File: config.mk
export PLATFORM = sky130hd
export DESIGN_NAME = fetch_unit
export DESIGN_NICKNAME = d
export VERILOG_FILES = /design/src/rtl/fetch_unit_pkg.sv /design/src/rtl/pc_incrementer.sv /design/src/rtl/fetch_unit.sv
export SDC_FILE = /design/constraint.sdc
export NUM_CORES = 1
export LEC_CHECK = 0
export CAP_MARGIN = 30
export CORE_UTILIZATION = 35
export CTS_BUF_LIST = sky130_fd_sc_hd__clkbuf_2 sky130_fd_sc_hd__clkbuf_4 sky130_fd_sc_hd__clkbuf_8
export DETAILED_ROUTE_END_ITERATION = 10
export DONT_BUFFER_PORTS = 1
export SYNTH_ARGS = -nofsm -noshare
export SYNTH_HDL_FRONTEND = slang
export SYNTH_HIERARCHICAL = 1
export SYNTH_SLANG_ARGS = --single-unit
File: constraint.sdc
create_clock -name CLK -period 7.6 [get_ports CLK]
set_clock_uncertainty 0.05 [all_clocks]
set_input_delay 1.14 -clock CLK [delete_from_list [all_inputs] [get_ports CLK]]
set_output_delay 1.14 -clock CLK [all_outputs]
set_load 0.01 [all_outputs]
File: src/rtl/fetch_unit_pkg.sv
// ============================================================================
// fetch_unit_pkg : shared widths, reset defaults and FSM encoding for fetch_unit
// Revision: 1.0
// ============================================================================
`default_nettype none

package fetch_unit_pkg;

  localparam int PC_WIDTH    = 32;
  localparam int INSTR_WIDTH = 32;

  localparam logic [PC_WIDTH-1:0] PC_RESET_DEFAULT = 32'h0000_0000;
  localparam logic [PC_WIDTH-1:0] PC_STEP_DEFAULT  = 32'd4;

  typedef enum logic [1:0] {
    S_FETCH = 2'b00,
    S_EXEC  = 2'b01,
    S_HALT  = 2'b10
  } state_e;

endpackage

`default_nettype wire

File: src/rtl/pc_incrementer.sv
// ============================================================================
// pc_incrementer : fixed-step unsigned adder, wraps modulo 2^WIDTH
// Revision: 1.0
// ============================================================================
`default_nettype none

module pc_incrementer #(
  parameter int               WIDTH = 32,
  parameter logic [WIDTH-1:0] STEP  = 4
) (
  input  logic [WIDTH-1:0] i_value,
  output logic [WIDTH-1:0] o_sum
);

  assign o_sum = i_value + STEP;

endmodule

`default_nettype wire

File: src/rtl/fetch_unit.sv
// ============================================================================
// fetch_unit : PC register, instruction-memory read handshake and retire logic
// Revision: 1.0
// ============================================================================
`default_nettype none

module fetch_unit
  import fetch_unit_pkg::*;
#(
  parameter logic [PC_WIDTH-1:0] PC_RESET = PC_RESET_DEFAULT,
  parameter logic [PC_WIDTH-1:0] PC_STEP  = PC_STEP_DEFAULT
) (
  input  logic                   CLK,
  input  logic                   RESET,
  input  logic [PC_WIDTH-1:0]    BRANCH_TARGET,
  input  logic                   TAKE_BRANCH,
  input  logic                   STALL,
  output logic [PC_WIDTH-1:0]    IMEM_ADDRESS,
  output logic                   IMEM_READ,
  input  logic [INSTR_WIDTH-1:0] IMEM_READDATA,
  input  logic                   IMEM_BUSYWAIT,
  output logic [PC_WIDTH-1:0]    PC,
  output logic [PC_WIDTH-1:0]    PC_PLUS4,
  output logic [INSTR_WIDTH-1:0] INSTRUCTION,
  output logic                   INSTR_VALID,
  output logic [31:0]            INSTR_COUNT,
  output logic                   FAULT
);

  state_e                   state_q, state_d;
  logic [PC_WIDTH-1:0]      pc_q, pc_d;
  logic [INSTR_WIDTH-1:0]   instr_q, instr_d;
  logic [31:0]              count_q, count_d;
  logic                     fault_q, fault_d;
  logic [PC_WIDTH-1:0]      pc_plus_step;
  logic [31:0]              count_plus_one;

  pc_incrementer #(
    .WIDTH (PC_WIDTH),
    .STEP  (PC_STEP)
  ) u_pc_inc (
    .i_value (pc_q),
    .o_sum   (pc_plus_step)
  );

  pc_incrementer #(
    .WIDTH (32),
    .STEP  (32'd1)
  ) u_count_inc (
    .i_value (count_q),
    .o_sum   (count_plus_one)
  );

  always_comb begin
    state_d = state_q;
    pc_d    = pc_q;
    instr_d = instr_q;
    count_d = count_q;
    fault_d = fault_q;
    case (state_q)
      S_FETCH: begin
        if (!IMEM_BUSYWAIT) begin
          instr_d = IMEM_READDATA;
          state_d = S_EXEC;
        end
      end
      S_EXEC: begin
        // STALL outranks the branch: nothing is sampled until the retiring edge
        if (!STALL) begin
          count_d = count_plus_one;
          if (TAKE_BRANCH) begin
            pc_d = BRANCH_TARGET;
            if (BRANCH_TARGET[1:0] != 2'b00) begin
              fault_d = 1'b1;
              state_d = S_HALT;
            end else begin
              state_d = S_FETCH;
            end
          end else begin
            pc_d    = pc_plus_step;
            state_d = S_FETCH;
          end
        end
      end
      S_HALT: begin
        state_d = S_HALT;
      end
      default: begin
        state_d = S_HALT;
      end
    endcase
  end

  always_ff @(posedge CLK or posedge RESET) begin
    if (RESET) begin
      state_q <= S_FETCH;
      pc_q    <= PC_RESET;
      instr_q <= '0;
      count_q <= '0;
      fault_q <= 1'b0;
    end else begin
      state_q <= state_d;
      pc_q    <= pc_d;
      instr_q <= instr_d;
      count_q <= count_d;
      fault_q <= fault_d;
    end
  end

  assign IMEM_ADDRESS = pc_q;
  assign IMEM_READ    = (state_q == S_FETCH);
  assign INSTR_VALID  = (state_q == S_EXEC);
  assign PC           = pc_q;
  assign PC_PLUS4     = pc_plus_step;
  assign INSTRUCTION  = instr_q;
  assign INSTR_COUNT  = count_q;
  assign FAULT        = fault_q;

endmodule

`default_nettype wire

==> results.md <==
* YS warnings at 6
* Core ar. at between 15,000 and 20,000 µm²
* Worst VDD drop at approximately 0.11 mV
* Worst Path Required at 6410 ps
* Crit path DAT at about 2500 ps
* Syn_area_per_cell at about 13 µm²
* FP Rows at 47
* R2R setup slack at roughly 4900 ps
* Post-route minimum period at roughly 3700 ps
* # IOs at between 200 and 250
* Skew-Pair Late Insertion Delay at about 380 ps
* Drt pass-1 iters at 6
* Wirelength per Cell at between 15 and 20 µm
* Fin Setup TNS at 0 ps
* Reg2reg path depth at 7
* Mapped Cells at about 460
* FFs w/ async S/R, synth at 100%
* Detailed-route via count at between 3k and 4k
* Final Setup Violations at 0
* # nets final at just under 500
* Vias in the first global route at approximately 3.6k
* Crit Path Max Fanout at 8
* Hold Buf Count CTS at 0
* Worst-path clk slew at about 100 ps
* Slew HR at approximately 50%
* CTS root buffer: clkbuf_8
* Hold endpoint: FAULT$_DFFE_PP0P_
* GRT overflow at 0
* Hold Violations, Final at 0
* Post-CTS sizing at 0
* Die width at roughly 130 µm
* Status: finished clean
* Starting density of the core at 35.8%
* Seq/Total Area, Yosys at a little over two fifths
* Dpl hpwl at about 9000 µm
* RSZ-0062 raised after global routing: false
* PwrDens at ~330 nW/µm²
* Tcrit/Tclk final at about half
* Pin count of the biggest net entering global routing at 51
* Maximum clock rate at about 270 MHz
* First-pass GRT wire length at approximately 20,000 µm
* CTS tree: built
* Global Route Usage Sum at between 10% and 20%
* Slew @ Worst Pin at slightly below 800 ps
* Die H at approximately 130 µm
* Worst hold path depth at 2
* Share of layout cells above drive strength 1 at a little under two fifths
* DRC viols at 0
* Worst-case clock buffer depth at 2
* Slew Limit Fails at 0
* RR Startpoint: IMEM_ADDRESS[2]$_DFFE_PP0P_
* Placer Congestion at between 0.7 and 0.8
* P_leak at between 2 and 3 nW
* CTS Sinks at 99
* H-tree depth at 3
* Post-Syn Nets at ~530
* Initial antenna violation count at 1
* Syn Std Cell Area at 5910 µm²
* Hold Crit Start: FAULT$_DFFE_PP0P_
* WS Path Type: reg -> out
* Register bit total from synthesis at between 90 and 100
* Primary flip-flop cell chosen by synthesis mapping: dfrtp_1
* Max-cap viol count at 0
* Post-synth EDFFs at 0
* Yosys cell types at 37
* DRT antenna net count at 0
* Die area at 17,400 µm²
* Cts bufs inserted at 9
* Setup bufs post-CTS at 0
* Final core occ at 36.1%
* DRT Wirelength at around 13,000 µm
* Classification of the worst-slack hold path: reg -> reg
* CP Launch Type: flip-flop
* N_diodes at 0
* Layout overhead on the synthesized area at 0.826%
* Crit end category: primary output
* Vias per cell at 5.23
* 1st-iter DRT viols at roughly 130
* FF-to-FF End: IMEM_ADDRESS[28]$_DFFE_PP0P_
* Buffers added on ports at 0
-- per-layer routing --
| metal | track usage (%) | vias to the layer above | share of wire (%) |
|---|---|---|---|
| li1 | - | 1520 | - |
| met1 | 16.7 | 1739 | 41 |
| met2 | 26.0 | 117 | 52 |
| met3 | 4.46 | 14 | 6.2 |
| met4 | 5.10 | 2 | 1.4 |
| met5 | 0 | - | 0.10 |
-- cells in the final DEF (no fill, tap or decap), drive strengths merged, types with 8 or more instances in the layout --
cell | netlist | layout
dfrtp | 99 | 99
xnor2 | 32 | 32
nand3 | 24 | 24
nor2 | 12 | 12
nor4 | 12 | 12
xor2 | 26 | 26
nand4 | 14 | 14
inv | 8 | 11
mux2 | 128 | 128
clkbuf | 0 | 9
nor3 | 8 | 8
nand2 | 20 | 20
-- synthesized netlist by cell type (2+ instances only) --
cell type,instances,area (µm²)
nand3_4,2,35.0
or2_2,2,12.5
buf_6,4,45.0
buf_12,6,120
mux2_1,2,22.5
xnor2_1,32,280
nor4_1,6,37.5
xor2_1,26,228
nor2_1,12,45.0
ha_1,2,25.0
nor2b_1,2,12.5
dfrtp_1,99,2480
nand4_1,13,81.3
buf_2,7,35.0
nand3_2,2,20.0
buf_4,35,263
nor3_1,7,35.0
nand3_1,20,100
and4_1,6,52.6
nand2_1,19,71.3
mux2_2,66,743
nor4_2,4,50.1
and3_1,7,43.8
nor4_4,2,42.5
mux2_4,60,901
inv_1,8,30.0
-- report_power, final --
part	leakage, nW	internal, W	switching (W)
clock	0.0942	0.000155	0.000198
combinational	1.19	0.000309	0.000222
sequential	1.25	0.000701	0.000391
-- worst max path at each step --
stage	cells past startpoint	from	end	slack (ps)
after floorplan	1	RESET	FAULT$_DFFE_PP0P_	3820
final	4	IMEM_ADDRESS[4]$_DFFE_PP0P_	PC_PLUS4[31]	3920
after global routing	5	IMEM_ADDRESS[2]$_DFFE_PP0P_	PC_PLUS4[30]	3670
after CTS	5	IMEM_ADDRESS[2]$_DFFE_PP0P_	PC_PLUS4[30]	3820
after detailed placement	5	IMEM_ADDRESS[3]$_DFFE_PP0P_	PC_PLUS4[30]	4280
after global placement	5	IMEM_ADDRESS[3]$_DFFE_PP0P_	PC_PLUS4[30]	4340
-- critical path: stages (launching register included) --
cell and delay (ps):
dfrtp_1 630, nand4_1 310, nor4_4 600, nand4_1 230, xnor2_1 340
-- metrics by stage --
stage               worst slack (ps)  instance area [µm²]  total power, W  hold slack (ps)  std cells
global route                    3670                 5960         0.00210              563        649
CTS                             3820                 5960         0.00201              529        649
floorplan                       3820                 5910         0.00162              453        462
finish                          3920                 5960         0.00198              519        649
global placement                4340                 5760         0.00162              498        634
detailed placement              4280                 5760         0.00165              504        634
-- sequential cells by signal, indices dropped and copies added (netlist names) --
name	cells
state_q	2
FAULT	1
INSTRUCTION	32
IMEM_ADDRESS	32
INSTR_COUNT	32
-- cells by family (layout without fill, tap and decap cells) --
family	after synthesis	count (layout)	synth area share, %
AOI/OAI and AO/OA	4	4	0.508
buffers and inverters	60	27	8.34
muxes	128	128	28.2
xor gates and xnor gates	58	58	8.59
adders and majority gates	2	2	0.423
and+or+nand+nor	111	111	12.0
DFF	99	99	41.9
-- final cells by class --
class,count,area [µm²]
clock buffers,9,124
fillers,1617,10600
clock inverters,6,73.8
repair buffers,4,30.0
flip-flops and latches,99,2480
well taps,220,275
inverters,8,32.5
multi-input cells,303,2950
(Power assumes the default switching activity.)
